`config.mk`:
```
export PLATFORM = sky130hd
export DESIGN_NAME = pipeline_run_controller_flat
export DESIGN_NICKNAME = d
export VERILOG_FILES = /design/src/rtl/pipeline_run_controller_if.sv /design/src/rtl/pipeline_run_controller.sv /design/src/flat_wrapper.sv
export SDC_FILE = /design/constraint.sdc
export NUM_CORES = 1
export LEC_CHECK = 0
export CORE_UTILIZATION = 55
export DETAILED_ROUTE_END_ITERATION = 12
export DONT_BUFFER_PORTS = 1
export PLACE_DENSITY = 0.73
export SYNTH_ARGS = -nofsm -noshare
export SYNTH_HDL_FRONTEND = slang
export SYNTH_SLANG_ARGS = --single-unit
export TNS_END_PERCENT = 50
```
`constraint.sdc`:
```
create_clock -name clock -period 1.82 [get_ports clock]
set_input_delay 0.364 -clock clock [delete_from_list [all_inputs] [get_ports clock]]
set_output_delay 0.364 -clock clock [all_outputs]
set_load 0.01 [all_outputs]
```
`src/rtl/pipeline_run_controller_if.sv`:
```
// Control/status bundle between the cpu pipeline and its run controller.
interface pipeline_run_controller_if #(parameter int CNT_W = 32);
  logic             start;
  logic             pause_req;
  logic             step;
  logic             halt_detect;
  logic             overflow;
  logic             retire_valid;
  logic             pipe_enable;
  logic             pc_write_en;
  logic             fetch_squash;
  logic [2:0]       state;
  logic [CNT_W-1:0] cycle_count;
  logic [CNT_W-1:0] instr_count;
  logic             done;
  logic             error;

  modport master (
    output start, pause_req, step, halt_detect, overflow, retire_valid,
    input  pipe_enable, pc_write_en, fetch_squash, state, cycle_count,
           instr_count, done, error
  );

  modport slave (
    input  start, pause_req, step, halt_detect, overflow, retire_valid,
    output pipe_enable, pc_write_en, fetch_squash, state, cycle_count,
           instr_count, done, error
  );
endinterface

```
`src/rtl/pipeline_run_controller.sv`:
```
// Run/halt/single-step sequencer: one pipe enable for PC and all stage buffers,
// HALT drain, overflow fault, saturating cycle/retire counters.
module pipeline_run_controller #(
  parameter int CNT_W        = 32,
  parameter int DRAIN_CYCLES = 3
) (
  input logic                      clock,
  input logic                      reset,
  pipeline_run_controller_if.slave bus
);
  localparam int DW = (DRAIN_CYCLES > 1) ? $clog2(DRAIN_CYCLES) : 1;
  localparam logic [DW-1:0] DRAIN_LOAD = DW'(DRAIN_CYCLES - 1);

  typedef enum logic [2:0] {
    IDLE   = 3'd0,
    RUN    = 3'd1,
    PAUSED = 3'd2,
    STEP   = 3'd3,
    DRAIN  = 3'd4,
    HALTED = 3'd5,
    FAULT  = 3'd6
  } state_t;

  state_t           st;
  logic [DW-1:0]    drain_cnt;
  logic [CNT_W-1:0] cyc_cnt;
  logic [CNT_W-1:0] ret_cnt;
  logic             active;
  logic             issuing;

  assign issuing = (st == RUN) || (st == STEP);
  assign active  = issuing || (st == DRAIN);

  always_ff @(posedge clock) begin
    if (!reset) begin
      st        <= IDLE;
      drain_cnt <= '0;
      cyc_cnt   <= '0;
      ret_cnt   <= '0;
    end else begin
      if (active) begin
        if (cyc_cnt != '1) cyc_cnt <= cyc_cnt + CNT_W'(1);
        if (bus.retire_valid && ret_cnt != '1) ret_cnt <= ret_cnt + CNT_W'(1);
      end
      case (st)
        IDLE:   if (bus.start) st <= RUN;
        RUN, STEP: begin
          if (bus.overflow) st <= FAULT;
          else if (bus.halt_detect) begin
            st        <= DRAIN;
            drain_cnt <= DRAIN_LOAD;
          end
          else if (bus.pause_req || st == STEP) st <= PAUSED;
        end
        PAUSED: begin
          if (bus.start)     st <= RUN;
          else if (bus.step) st <= STEP;
        end
        // Counter was loaded with DRAIN_CYCLES-1, so HALTED follows the last drain cycle.
        DRAIN: begin
          if (bus.overflow)        st <= FAULT;
          else if (drain_cnt == '0) st <= HALTED;
          else                     drain_cnt <= drain_cnt - DW'(1);
        end
        HALTED: st <= HALTED;
        FAULT:  st <= FAULT;
        default: st <= IDLE;
      endcase
    end
  end

  // HALT in ID must stop the PC and bubble IF/ID in the decode cycle itself.
  assign bus.pipe_enable  = active;
  assign bus.pc_write_en  = issuing && !bus.halt_detect;
  assign bus.fetch_squash = (issuing && bus.halt_detect) || (st == DRAIN);
  assign bus.state        = st;
  assign bus.cycle_count  = cyc_cnt;
  assign bus.instr_count  = ret_cnt;
  assign bus.done         = (st == HALTED);
  assign bus.error        = (st == FAULT);
endmodule

```
`src/flat_wrapper.sv`:
```
// flat-port wrapper written by rule: the top's interface ports become plain ports
module pipeline_run_controller_flat 
#(
  parameter int CNT_W        = 32,
  parameter int DRAIN_CYCLES = 3
)
  (clock, reset, bus_start, bus_pause_req, bus_step, bus_halt_detect, bus_overflow, bus_retire_valid, bus_pipe_enable, bus_pc_write_en, bus_fetch_squash, bus_state, bus_cycle_count, bus_instr_count, bus_done, bus_error);
  pipeline_run_controller_if #(.CNT_W(CNT_W)) bus_i ();
  input logic clock;
  input logic reset;
  input wire logic [$bits(bus_i.start)-1:0] bus_start;
  input wire logic [$bits(bus_i.pause_req)-1:0] bus_pause_req;
  input wire logic [$bits(bus_i.step)-1:0] bus_step;
  input wire logic [$bits(bus_i.halt_detect)-1:0] bus_halt_detect;
  input wire logic [$bits(bus_i.overflow)-1:0] bus_overflow;
  input wire logic [$bits(bus_i.retire_valid)-1:0] bus_retire_valid;
  output wire logic [$bits(bus_i.pipe_enable)-1:0] bus_pipe_enable;
  output wire logic [$bits(bus_i.pc_write_en)-1:0] bus_pc_write_en;
  output wire logic [$bits(bus_i.fetch_squash)-1:0] bus_fetch_squash;
  output wire logic [$bits(bus_i.state)-1:0] bus_state;
  output wire logic [$bits(bus_i.cycle_count)-1:0] bus_cycle_count;
  output wire logic [$bits(bus_i.instr_count)-1:0] bus_instr_count;
  output wire logic [$bits(bus_i.done)-1:0] bus_done;
  output wire logic [$bits(bus_i.error)-1:0] bus_error;
  assign bus_i.start = bus_start;
  assign bus_i.pause_req = bus_pause_req;
  assign bus_i.step = bus_step;
  assign bus_i.halt_detect = bus_halt_detect;
  assign bus_i.overflow = bus_overflow;
  assign bus_i.retire_valid = bus_retire_valid;
  assign bus_pipe_enable = bus_i.pipe_enable;
  assign bus_pc_write_en = bus_i.pc_write_en;
  assign bus_fetch_squash = bus_i.fetch_squash;
  assign bus_state = bus_i.state;
  assign bus_cycle_count = bus_i.cycle_count;
  assign bus_instr_count = bus_i.instr_count;
  assign bus_done = bus_i.done;
  assign bus_error = bus_i.error;
  pipeline_run_controller #(.CNT_W(CNT_W), .DRAIN_CYCLES(DRAIN_CYCLES)) u_core (.clock(clock), .reset(reset), .bus(bus_i));
endmodule
```
==> results.py <==
metrics = {
    "clock_network": {
        "numCtsBuffers": 9,
        "tritoncts": "done",
        "clk_pin_slew_ps": 80,
        "cts.sinks": 69,
        "hold_buffers": 0,
        "ctsRootBufferMaster": "clkbuf_8",
        "clk_path_buf_depth": 2,
        "cts_max_level": 3,
        "clkLatencyLatePin_ps": 350,
    },
    "timing": {
        "fin_crit_sh": 1.07,
        "setup-violations-final": 26,
        "worst_hold_slack_ps": 142,
        "max_freq_mhz": 514,
        "final.setup.tns_ps": -1410,
        "rsz0062_at_grt": "true",
        "hold_viol_final": 0,
        "fin_ws_ps": -126,
        "slew-limit-headroom": 0.747,
        "tightest_slew_ps": 379,
        "drv_slew": 0,
        "fin_crit_ps": 1950,
        "final.setup_skew_ps": 11.4,
    },
    "power": {
        "powerDensity_nw_per_um2": 605,
        "power.leakage_uw": 0.00209,
        "peakVddDrop_mv": 0.437,
    },
    "setup_path": {
        "startpoint_type": "register",
        "path_buf_inv": 1,
        "arrival_ps": 2210,
        "r2r-end": "u_core.bus.cycle_count[22]$_SDFFE_PN0P_",
        "critPathTopFamily": "simple AND/OR/NAND/NOR gates",
        "endpoint_kind": "register",
        "cp_common_cell": "nand4_1",
        "cp.required_ps": 2080,
        "rr_startpoint": "u_core.bus.cycle_count[17]$_SDFFE_PN0P_",
        "worst_path_largest_cell_delay_ps": 370,
        "regToRegSetupSlack_ps": -130,
        "worstPathMaxFanout": 4,
        "rr_worst_depth": 7,
        "crit_type": "register to register",
        "crit_slowest_cell": "nor4_2",
        "path_cells": "nand4_1 -> nor4_2 -> nand4_1 -> nand3_2 -> buf_4 -> o211ai_1 -> o31ai_1",
    },
    "yosys": {
        "synth-async-reset-ratio": 0,
        "synth_seq_cells": 69,
        "synth_nets": 433,
        "netlist_instances": 422,
        "synth_edf_count": 0,
        "syn_area_per_cell_um2": 8.67,
        "synth_flop_cell": "dfxtp_1",
        "synth_cell_types": 48,
        "synth_area_um2": 3660,
        "ys_seq_area_frac": 0.377,
        "yosys_warnings": 0,
    },
    "finish": {
        "areaGrowthSynthToFinish_pct": 34.4,
        "drive_above_1_share": 0.355,
        "fin_area_um2": 4920,
        "diodes": 0,
        "num-nets-final": 533,
        "fillers": 433,
        "final_util": 0.770,
    },
    "die": {
        "rows": 29,
        "start_util": 0.573,
        "core_um2": 6390,
        "die_h_um": 83.6,
        "die_width_um": 83.6,
        "io_pins": 80,
        "dieArea_um2": 6980,
    },
    "detailed_routing": {
        "vias": 3496,
        "first_pass_iters": 7,
        "drc": 0,
        "drt_wl_total_um": 9650,
        "vias_per_cell": 5.79,
        "drtAntennaViolNets": 0,
        "drt-initial-drc-count": 142,
        "wl_per_cell_um": 16.0,
    },
    "global_routing": {
        "grt_max_degree": 82,
        "grtUsageMet2": 0.459,
        "grt_pass1_wl_um": 15400,
        "grt_usage": 0.269,
        "grt-ovfl-total": 0,
        "grt_util_met3": 0.0732,
        "grt_pass1_vias": 3342,
        "grtUsageMet1": 0.319,
        "antenna_found_initial": 0,
        "top_usage_layer": "met2",
    },
    "placement": {
        "placed_cell_area_um2": 4480,
        "gp_congestion": 0.887,
        "pre_cts_ws_ps": -192,
        "detailed_place_hpwl_um": 6640,
        "numPortBuffers": 0,
    },
    "outcome": {
        "status": "finished, violations left",
        "failed_checks": "setup timing",
    },
    "min_path": {
        "hold_end": "u_core.bus.state[2]$_SDFFE_PN0P_",
        "hold_class": "primary input to register",
        "min_from": "reset",
        "hold_depth": 2,
    },
    "flow_run": {
        "drv_cap": 0,
    },
}
[metal layers]
metal  share of wire  vias up
li1                -     1699
met4           0.014        0
met1            0.42     1645
met5               0        -
met3           0.069       21
met2            0.50      131
[worst reg2reg max path: cells and delay by family (launching register included)]
family                 cells  cell delay [ps]
buffers and inverters      1              140
flip-flops                 1              350
AO/OA/AOI/OAI              2              170
AND/OR/NAND/NOR            4             1210
[synthesized netlist by cell type (all sizes together), types with 8 or more instances]
master	instances	share of area
dfxtp	69	0.38
and2	50	0.085
nand2	35	0.036
nand3	30	0.041
xnor2	25	0.060
nand4	24	0.041
xor2	19	0.045
nor3	17	0.029
o21ai	15	0.022
clkbuf	12	0.012
nand2b	12	0.021
and3	11	0.019
nor2	10	0.010
and4	9	0.022
or3	8	0.014
[repair_timing]
item / CTS / global route
gates cloned: 0 / 1
endpoints found under the setup margin: 46 / 62
buffers inserted: 3 / 7
pin swaps: 11 / 40
gates resized for setup: 11 / 34
[placed cells by master, fill, tap and decap left out, types with 7 or more instances in the layout]
cell type | synthesis | layout
clkbuf_8 | 0 | 11
dfxtp_1 | 69 | 52
and4_1 | 9 | 7
xor2_1 | 19 | 19
mux2i_1 | 7 | 7
nand3_2 | 0 | 10
and2_1 | 50 | 49
nand2b_1 | 12 | 10
nor3_1 | 13 | 10
nor2_1 | 10 | 9
and3_1 | 11 | 11
buf_4 | 1 | 101
nand2_1 | 35 | 33
xnor2_1 | 25 | 24
nand4_1 | 24 | 24
dfxtp_2 | 0 | 14
nand3_1 | 30 | 19
o21ai_0 | 13 | 13
[metrics by stage]
stage	std cells	total power, uW
finish	604	2970
global route	604	3070
CTS	597	2960
detailed placement	578	1830
global placement	578	1820
floorplan	422	1760
[logic make-up after synthesis]
kind of cell             count (synthesis)  share of synthesized area
XOR/XNOR                                44                      0.105
AO/OA/AOI/OAI                           44                     0.0827
buffers and inverters                   24                     0.0267
AND/OR/NAND/NOR                        231                      0.378
adder cells (fa/ha/maj)                  3                     0.0103
flip-flops                              69                      0.377
multiplexers                             7                     0.0191
[power by group]
group | internal [uW] | switching, uW | leakage, uW
sequential | 1530 | 17.2 | 0.000566
clock | 569 | 599 | 0.0000857
combinational | 123 | 139 | 0.00144
[worst max-delay path by stage]
stage                                       startpoint                                      end  cells past startpoint
4_1_cts               u_core.bus.state[2]$_SDFFE_PN0P_  u_core.bus.instr_count[22]$_SDFFE_PN0P_                      6
3_3_place_gp          u_core.bus.state[2]$_SDFFE_PN0P_  u_core.bus.instr_count[16]$_SDFFE_PN0P_                      5
6_report       u_core.bus.cycle_count[17]$_SDFFE_PN0P_  u_core.bus.cycle_count[22]$_SDFFE_PN0P_                      7
2_1_floorplan         u_core.bus.state[2]$_SDFFE_PN0P_  u_core.bus.instr_count[22]$_SDFFE_PN0P_                      6
5_1_grt               u_core.bus.state[2]$_SDFFE_PN0P_  u_core.bus.instr_count[22]$_SDFFE_PN0P_                      6
3_5_place_dp          u_core.bus.state[2]$_SDFFE_PN0P_  u_core.bus.instr_count[22]$_SDFFE_PN0P_                      5
[final cells by class]
| type | count | area (um2) | share of cell area |
|---|---|---|---|
| Clock inverter | 3 | 20.0 | 0.00407 |
| Tap cell | 77 | 96.3 | 0.0196 |
| Timing Repair Buffer | 107 | 820 | 0.167 |
| Multi-Input combinational cell | 329 | 2390 | 0.486 |
| Clock buffer | 13 | 159 | 0.0323 |
| Sequential cell | 69 | 1410 | 0.287 |
| Inverter | 6 | 22.5 | 0.00458 |
[state kept, by name, summed over array words and instances (netlist names)]
register                cells
u_core.bus.cycle_count     32
u_core.bus.instr_count     32
u_core.bus.state            3
u_core.drain_cnt            2
No activity file was read; power rests on OpenSTA's default activity.
